[src/rtl/fifo_write_frontend_if.sv]
// Handshake bundle between the DSP sample stream, the write front end and the FIFO write port.
// The master side is the environment (upstream source plus FIFO full flag); the slave side is the front end.
interface fifo_write_frontend_if #(
    parameter int DATA_WIDTH = 32
);
    logic                  s_valid;
    logic                  s_ready;
    logic [DATA_WIDTH-1:0] s_data;
    logic                  full;
    logic                  w_en;
    logic [DATA_WIDTH-1:0] w_data;

    modport master (
        output s_valid,
        output s_data,
        output full,
        input  s_ready,
        input  w_en,
        input  w_data
    );

    modport slave (
        input  s_valid,
        input  s_data,
        input  full,
        output s_ready,
        output w_en,
        output w_data
    );
endinterface

[src/rtl/fifo_write_frontend.sv]
// Write-domain front end of the async sample FIFO: two-entry skid buffer in front of the
// registered-full write port, with optional drop-on-overflow and saturating drop accounting.
module fifo_write_frontend #(
    parameter int DATA_WIDTH = 32,
    parameter int CNT_WIDTH  = 16
) (
    input  logic                 i_wclk,
    input  logic                 i_wrst,
    fifo_write_frontend_if.slave bus,
    input  logic                 i_drop_mode,
    input  logic                 i_ovf_clr,
    output logic [1:0]           o_level,
    output logic [CNT_WIDTH-1:0] o_ovf_count,
    output logic                 o_ovf_sticky
);

    typedef enum logic [1:0] {
        ST_EMPTY = 2'd0,
        ST_ONE   = 2'd1,
        ST_TWO   = 2'd2
    } state_t;

    state_t                r_state;
    logic                  r_wen;
    logic [DATA_WIDTH-1:0] r_wdata;
    logic [DATA_WIDTH-1:0] r_skid_data;
    logic [CNT_WIDTH-1:0]  r_ovf_count;
    logic                  r_ovf_sticky;

    logic w_in_fire;
    logic w_write_fire;
    logic w_drop;

    function automatic logic [CNT_WIDTH-1:0] sat_inc(input logic [CNT_WIDTH-1:0] v);
        return (&v) ? v : v + CNT_WIDTH'(1);
    endfunction

    // Ready only looks at registered occupancy so the full flag never reaches s_ready combinationally.
    assign bus.s_ready  = !i_wrst && ((r_state != ST_TWO) || i_drop_mode);
    assign w_in_fire    = bus.s_valid && bus.s_ready;
    assign w_write_fire = r_wen && !bus.full;
    assign w_drop       = (r_state == ST_TWO) && w_in_fire && !w_write_fire;

    assign bus.w_en     = r_wen;
    assign bus.w_data   = r_wdata;
    assign o_level      = r_state;
    assign o_ovf_count  = r_ovf_count;
    assign o_ovf_sticky = r_ovf_sticky;

    always_ff @(posedge i_wclk) begin
        if (i_wrst) begin
            r_state      <= ST_EMPTY;
            r_wen        <= 1'b0;
            r_wdata      <= '0;
            r_skid_data  <= '0;
            r_ovf_count  <= '0;
            r_ovf_sticky <= 1'b0;
        end else begin
            case (r_state)
                ST_EMPTY: begin
                    if (w_in_fire) begin
                        r_state <= ST_ONE;
                        r_wen   <= 1'b1;
                        r_wdata <= bus.s_data;
                    end
                end
                ST_ONE: begin
                    if (w_in_fire && w_write_fire) begin
                        r_wdata <= bus.s_data;
                    end else if (w_in_fire) begin
                        r_state     <= ST_TWO;
                        r_skid_data <= bus.s_data;
                    end else if (w_write_fire) begin
                        r_state <= ST_EMPTY;
                        r_wen   <= 1'b0;
                    end
                end
                ST_TWO: begin
                    // Accepting in TWO only happens in drop mode; without a write it is a drop.
                    if (w_write_fire) begin
                        r_wdata <= r_skid_data;
                        if (w_in_fire) begin
                            r_skid_data <= bus.s_data;
                        end else begin
                            r_state <= ST_ONE;
                        end
                    end
                end
                default: begin
                    r_state <= ST_EMPTY;
                    r_wen   <= 1'b0;
                end
            endcase

            // A clear coinciding with a drop still records that drop.
            if (i_ovf_clr) begin
                r_ovf_count  <= w_drop ? CNT_WIDTH'(1) : '0;
                r_ovf_sticky <= w_drop;
            end else if (w_drop) begin
                r_ovf_count  <= sat_inc(r_ovf_count);
                r_ovf_sticky <= 1'b1;
            end
        end
    end

endmodule

[src/flat_wrapper.sv]
// flat-port wrapper written by rule: the top's interface ports become plain ports
module fifo_write_frontend_flat 
#(
    parameter int DATA_WIDTH = 32,
    parameter int CNT_WIDTH  = 16
)
  (i_wclk, i_wrst, i_drop_mode, i_ovf_clr, o_level, o_ovf_count, o_ovf_sticky, bus_s_valid, bus_s_data, bus_full, bus_s_ready, bus_w_en, bus_w_data);
  fifo_write_frontend_if #(.DATA_WIDTH(DATA_WIDTH)) bus_i ();
  input  logic i_wclk;
  input  logic i_wrst;
  input  logic i_drop_mode;
  input  logic i_ovf_clr;
  output logic [1:0] o_level;
  output logic [CNT_WIDTH-1:0] o_ovf_count;
  output logic o_ovf_sticky;
  input wire logic [$bits(bus_i.s_valid)-1:0] bus_s_valid;
  input wire logic [$bits(bus_i.s_data)-1:0] bus_s_data;
  input wire logic [$bits(bus_i.full)-1:0] bus_full;
  output wire logic [$bits(bus_i.s_ready)-1:0] bus_s_ready;
  output wire logic [$bits(bus_i.w_en)-1:0] bus_w_en;
  output wire logic [$bits(bus_i.w_data)-1:0] bus_w_data;
  assign bus_i.s_valid = bus_s_valid;
  assign bus_i.s_data = bus_s_data;
  assign bus_i.full = bus_full;
  assign bus_s_ready = bus_i.s_ready;
  assign bus_w_en = bus_i.w_en;
  assign bus_w_data = bus_i.w_data;
  fifo_write_frontend #(.DATA_WIDTH(DATA_WIDTH), .CNT_WIDTH(CNT_WIDTH)) u_core (.i_wclk(i_wclk), .i_wrst(i_wrst), .bus(bus_i), .i_drop_mode(i_drop_mode), .i_ovf_clr(i_ovf_clr), .o_level(o_level), .o_ovf_count(o_ovf_count), .o_ovf_sticky(o_ovf_sticky));
endmodule
[config.mk]
export PLATFORM = sky130hd
export DESIGN_NAME = fifo_write_frontend_flat
export DESIGN_NICKNAME = d
export VERILOG_FILES = /design/src/rtl/fifo_write_frontend_if.sv /design/src/rtl/fifo_write_frontend.sv /design/src/flat_wrapper.sv
export SDC_FILE = /design/constraint.sdc
export NUM_CORES = 1
export LEC_CHECK = 0
export CELL_PAD_IN_SITES_DETAIL_PLACEMENT = 1
export CELL_PAD_IN_SITES_GLOBAL_PLACEMENT = 2
export CORE_MARGIN = 2
export CORE_UTILIZATION = 26
export CTS_CLUSTER_DIAMETER = 30
export DETAILED_ROUTE_END_ITERATION = 7
export HOLD_SLACK_MARGIN = 0.03
export PLACE_DENSITY_LB_ADDON = 0.25
export SLEW_MARGIN = 20
export SYNTH_ARGS = -nofsm -noshare
export SYNTH_HDL_FRONTEND = slang
export SYNTH_SLANG_ARGS = --single-unit
export TNS_END_PERCENT = 1
[constraint.sdc]
create_clock -name i_wclk -period 1.75 [get_ports i_wclk]
set_input_delay 0.2625 -clock i_wclk [delete_from_list [all_inputs] [get_ports i_wclk]]
set_output_delay 0.2625 -clock i_wclk [all_outputs]
set_load 0.05 [all_outputs]
== After elaboration in Yosys (flattened, before gate mapping) ==
Cells that the tools add are included.
Word-level totals
  bits in registers: 84
  bits of input ports: 38
  output and inout port bits: 53
  logic and storage cells: 66
Operators by class
  add/subtract/negate cells: 1
  equality and inequality tests: 12
  mux-type cells: 26
  bitwise gates (word level): 1
  reduce and logical (&&, ||, !) cells: 20
Operators by type and width (count)
  2-to-1 mux 32 bit: 6
  case mux 32 bit (3 select lines): 1
  case mux 32 bit (2 select lines): 1
  2-to-1 mux 16 bit: 3
  adder 16 x 1 -> 16 bit (second input constant): 1
  AND reduction 16 bit: 1
  2-to-1 mux 2 bit: 6
  != test 2 bit (second input constant): 5
  AND reduction 5 bit: 2
  != test 2 x 1 -> 1 bit (second input constant): 4
  2-to-1 mux 1 bit: 7
  logical AND 1 bit: 6
  case mux 2 bit (3 select lines): 1
  AND reduction 4 bit: 1
  nonzero test 2 bit: 2
  zero test 1 bit: 3
  != test 3 x 1 -> 1 bit (second input constant): 1
  case mux 1 bit (3 select lines): 1
  AND reduction 3 bit: 1
  nonzero test 3 bit: 1
  == test 2 x 1 -> 1 bit (second input constant): 1
  == test 2 bit (second input constant): 1
  zero test 2 bit: 1
  AND reduction 2 bit: 1
  other kinds (2): 2

== Depth between registers and ports, before layout ==
  word-level depth: 8
  depth in mapped cells: 10
  depth with buffers taken out: 7

== Least setup slack after synthesis ==
Ideal clock, no wire load.
  path type: flip-flop to flip-flop
  start point: register u_core.r_state[0], in the netlist u_core.o_level[0]
  end point: register u_core.r_wdata[0], in the netlist u_core.bus.w_data[0]
  library setup time: 81 ps
  arrival time: 2252 ps
  required time: 1669 ps
  setup slack: -584 ps
  stages on the path, launching flop included: 10
  path buffers: 2
  period minus slack after synthesis: 2334 ps
  cell sequence: dfxtp_1 > inv_1 > ha_1 > buf_2 > nand2b_1 > nand2_1 > a221oi_4 > buf_2 > nor2_1 > a211oi_2
Between the ends
  longest elaborated chain between the ends: 7
  elaborated cells on any way between the ends: 14
  classes of those cells: eq/ne (6); mux (1); reduce/logical (7)
RTL lines
  from (decl): RTL line fifo_write_frontend.sv:23  | state_t r_state;
  from (signal assigned): RTL line fifo_write_frontend.sv:52  | r_state <= ST_EMPTY;
  from (signal assigned): RTL line fifo_write_frontend.sv:62  | r_state <= ST_ONE;
  from (signal assigned): RTL line fifo_write_frontend.sv:71  | r_state <= ST_TWO;
  != test 2 bit: RTL line fifo_write_frontend.sv:39  | assign bus.s_ready = !i_wrst && ((r_state != ST_TWO) || i_drop_mode);
  logical OR 1 bit: RTL line fifo_write_frontend.sv:39
  logical AND 1 bit: RTL line fifo_write_frontend.sv:39
  logical AND 1 bit: RTL line fifo_write_frontend.sv:40  | assign w_in_fire = bus.s_valid && bus.s_ready;
  logical AND 1 bit: RTL line fifo_write_frontend.sv:68  | if (w_in_fire && w_write_fire) begin
  != test 2 x 1 -> 1 bit (no source line)
  AND reduction 4 bit (no source line)
  to (signal assigned): RTL line fifo_write_frontend.sv:64  | r_wdata <= bus.s_data;
  to (signal assigned): RTL line fifo_write_frontend.sv:69  | r_wdata <= bus.s_data;
  to (signal assigned): RTL line fifo_write_frontend.sv:81  | r_wdata <= r_skid_data;
  to (decl): RTL line fifo_write_frontend.sv:25  | logic [DATA_WIDTH-1:0] r_wdata;
Parallel ways exist; a longest one is shown, timed or not.
A chain may end at the register's enable or synchronous reset.

== Worst setup path in the final report ==
  start point: register u_core.r_state[0], in the netlist u_core.o_level[0]
  end point: register u_core.r_ovf_count[9], in the netlist u_core.o_ovf_count[9]
Between the ends
  longest elaborated chain between the ends: 8
  elaborated cells on any way between the ends: 9
  classes of those cells: eq/ne (2); reduce/logical (7)
RTL lines
  != test 2 bit: RTL line fifo_write_frontend.sv:39
  logical OR 1 bit: RTL line fifo_write_frontend.sv:39
  logical AND 1 bit: RTL line fifo_write_frontend.sv:39
  logical AND 1 bit: RTL line fifo_write_frontend.sv:40
  logical AND 1 bit * (2 in a row): RTL line fifo_write_frontend.sv:42  | assign w_drop = (r_state == ST_TWO) && w_in_fire && !w_write_fire;
  nonzero test 2 bit (no source line) *
  AND reduction 2 bit (no source line) *
  to (signal assigned): RTL line fifo_write_frontend.sv:97  | r_ovf_count <= w_drop ? CNT_WIDTH'(1) : '0;
  to (signal assigned): RTL line fifo_write_frontend.sv:100  | r_ovf_count <= sat_inc(r_ovf_count);
  to (decl): RTL line fifo_write_frontend.sv:27  | logic [CNT_WIDTH-1:0] r_ovf_count;
Every way passes the cells marked *; elsewhere a longest branch is shown, timed or not.

==> flow_summary_export.csv <==
group,metric,value,unit
placement,place_inst,718,
sta,whs,0.283,ns
clock_tree,clkSinkCount,84,
global_route,grt_start_max_net_pins,52,
placement,portBuffers,90,
clock_tree,cts-root-buf,"clkbuf_16",
clock_tree,hold_buffers,0,
floorplanning,fp.dieW,125,um
layout,seqCellArea,1700,sq um
sta,layout_min_cycle_time,1.79,ns
layout,area_growth,47.5,%
floorplanning,rows,44,
drt,antenna_left,0,
clock_tree,cts_buffers,9,
pwr,p_seq_share,34.0,%
setup_path,worstSetupEndpointType,"register",
sta,finalCritPeriodShare,102,%
layout,final_cell_mix,"79 x buf_4, 76 x nand2_1, 73 x dfxtp_1",
global_route,grt_overflow_total,0,
setup_path,critPathRequiredTime,1.98,ns
sta,maxSlewViolCount,0,
layout,finalNetCount,597,
placement,hpwl,8.12,mm
floorplanning,die_area,15700,sq um
synthesis,ys_types,43,
layout,final_common_cell,"buf_4",
synthesis,netlist.area_leader.share,44.0,%
synthesis,syn_area_per_cell,8.75,sq um
synthesis,synth.area.top_cells,"dfxtp_1 44%, mux2i_1 9.2%, nand2_1 7.7%, a211oi_2 6.5%, a21oi_1 5.8%",
pwr,switching_share,37.4,%
outcome,violations,"negative setup slack",
flow_run,max-cap-violations,0,
synthesis,synth-async-reset-ratio,0,%
placement,gp_congestion,0.806,
layout,nFillCells,1660,
pwr,p_int,4.31,mW
layout,final_cell_count_no_fill,743,
pwr,p_clk_share,27.4,%
floorplanning,coreArea,14400,sq um
synthesis,synthCells,437,
clock_tree,cts.htree.levels,3,
synthesis,synth-main-ff-cell,"dfxtp_1",
drt,drtIter0Drc,112,
sta,grt_setup_unrepaired,"true",
clock_tree,cts_tree,"yes",
sta,setup_ws,-0.0381,ns
outcome,status,"finished, violations left",
setup_path,slowest_delay,0.36,ns
drt,first_pass_iters,4,
synthesis,synth.net_count,480,
sta,max_freq,559,MHz
layout,fin_area,5640,sq um
pwr,ir_drop,0.607,mV
sta,setup_violations,19,
synthesis,synth_edf_count,0,
floorplanning,die_y,125,um
setup_path,crit_fanout,8,
synthesis,synth_area,3820,sq um
drt,wirelength,12.2,mm
clock_tree,cts_buffer_depth,2,
synthesis,yosysTopAreaCell,"dfxtp_1",
pwr,leakage,2.13,nW
clock_tree,path_clk_slew,0.06,ns
global_route,grt_pass1_vias,3701,
drt,avgViaCountPerCell,4.88,
placement,placed_area,5110,sq um
pwr,comb_power_share,38.6,%
setup_path,critPathArrivalTime,2.02,ns
floorplanning,ios,91,
pwr,power.density,1220,nW/um^2
layout,diodes,0,
sta,skew,0.00640,ns
synthesis,synth-warning-count,0,
synthesis,seq_area_frac_synth,44.0,%
sta,final_hold_viol_count,0,
global_route,track_usage,15.6,%
drt,drc,0,
global_route,grt_antenna_before_repair,0,
layout,multi_input_area,2100,sq um
clock_tree,worstSkewPairLatency,0.34,ns
sta,worst_slew_pin_slew,0.669,ns
sta,timing.slew.headroom,55.4,%
setup_path,critPathKind,"reg -> reg",
drt,routedWlPerCell,16.4,um
worst_hold_path,hold_class,"in -> reg",
drt,vias,3629,
pwr,power.total,6.89,mW
setup_path,crit_chain,"inv_4 > ha_4 > nand4_1 > nor3_2 > buf_4 > a41oi_2 > o211ai_1 > o41ai_1",
setup_path,start_kind,"register",
global_route,grt_pass1_wl,19.5,mm
floorplanning,initial_utilization,26.5,%
synthesis,ys_ff_latch,84,
setup_path,cp_slowest_cell,"dfxtp_4",
layout,drive_gt1_share,28.3,%
pwr,power.switching,2.58,mW
area by class of cell:
cell class                      count  share of cell area [%]
Clock buffer                       16                    5.19
Inverter                            6                   0.444
Multi-Input combinational cell    316                    37.3
Sequential cell                    84                    30.1
Tap cell                          184                    4.08
Timing Repair Buffer              137                    22.9
stage by stage:
stage / worst slack [ns] / TNS, ns / utilization [%]
final: -0.0381 / -0.235 / 39.1
after global routing: -0.136 / -3.57 / 39.1
after CTS: -0.0466 / -0.594 / 38.4
after detailed placement: -0.389 / -21.32 / 35.5
after global placement: -0.370 / -20.76 / 35.5
after floorplan: -0.118 / -5.17 / -
per-layer routing:
| layer | routed length (um) | vias to the layer above | track usage, % |
|---|---|---|---|
| li1 | - | 1778 | - |
| met3 | 587 | 8 | 5.09 |
| met4 | 135 | 0 | 4.51 |
| met2 | 6080 | 70 | 25.9 |
| met5 | 0 | - | 0 |
| met1 | 5390 | 1773 | 19.3 |
final timing paths:
kind / cells after the start / endpoint / slack (ns) / from
max: 8 / u_core.o_ovf_count[9]$_SDFFE_PP0P_ / -0.04 / u_core.o_level[0]$_SDFFE_PP0P_
max reg2reg: 8 / u_core.o_ovf_count[9]$_SDFFE_PP0P_ / -0.04 / u_core.o_level[0]$_SDFFE_PP0P_
min reg2reg: 2 / u_core.r_skid_data[14]$_SDFFE_PP0P_ / 0.45 / u_core.r_skid_data[14]$_SDFFE_PP0P_
min: 3 / u_core.o_ovf_count[5]$_SDFFE_PP0P_ / 0.28 / i_wrst
state kept, by name, summed over array words and instances, names as in the netlist:
name and cells:
u_core.o_level 2, u_core.bus.w_data 32, u_core.r_skid_data 32, u_core.o_ovf_sticky 1, u_core.bus.w_en 1, u_core.o_ovf_count 16
what timing repair did:
action,CTS,global route
setup endpoints to repair,77,79
pin swaps,4,8
gates resized for setup,19,22
gates cloned,2,0
setup buffers,3,4
Yosys cell counts, drive strengths merged, types with 5 or more instances:
cell,number
nand3,8
a21oi,44
xor2,5
a211oi,36
ha,5
nand4,9
nand2,78
nor3,5
o211ai,5
dfxtp,84
mux2i,35
nor2,44
buf,17
o21ai,6
clkbuf,14
kinds of logic (layout without fill, tap and decap cells):
| group | after synthesis | in the layout | share of synthesized area, % |
|---|---|---|---|
| adders and majority gates | 5 | 5 | 1.64 |
| and+or+nand+nor | 169 | 169 | 20.0 |
| DFF | 84 | 84 | 44.0 |
| muxes | 35 | 35 | 9.16 |
| buffers and inverters | 37 | 159 | 4.12 |
| AOI/OAI and AO/OA | 102 | 102 | 19.9 |
| xor gates and xnor gates | 5 | 5 | 1.15 |
power groups by stage:
stage / sequential (mW) / combinational, mW / clock, mW
after floorplan: 3.11 / 0.924 / 0
after global placement: 2.39 / 2.37 / 0
after detailed placement: 2.39 / 2.41 / 0
after CTS: 2.35 / 2.65 / 1.95
after global routing: 2.38 / 2.83 / 2.04
final: 2.34 / 2.66 / 1.89
worst max-delay path, delay by kind of cell, from the launching register on:
family          cells  cell delay [ns]
flops               1             0.36
fa+ha+maj           1             0.22
compound gates      3             0.40
simple gates        2             0.43
buf+inv             2             0.26
Note: power is estimated with default switching activity, not from simulation.
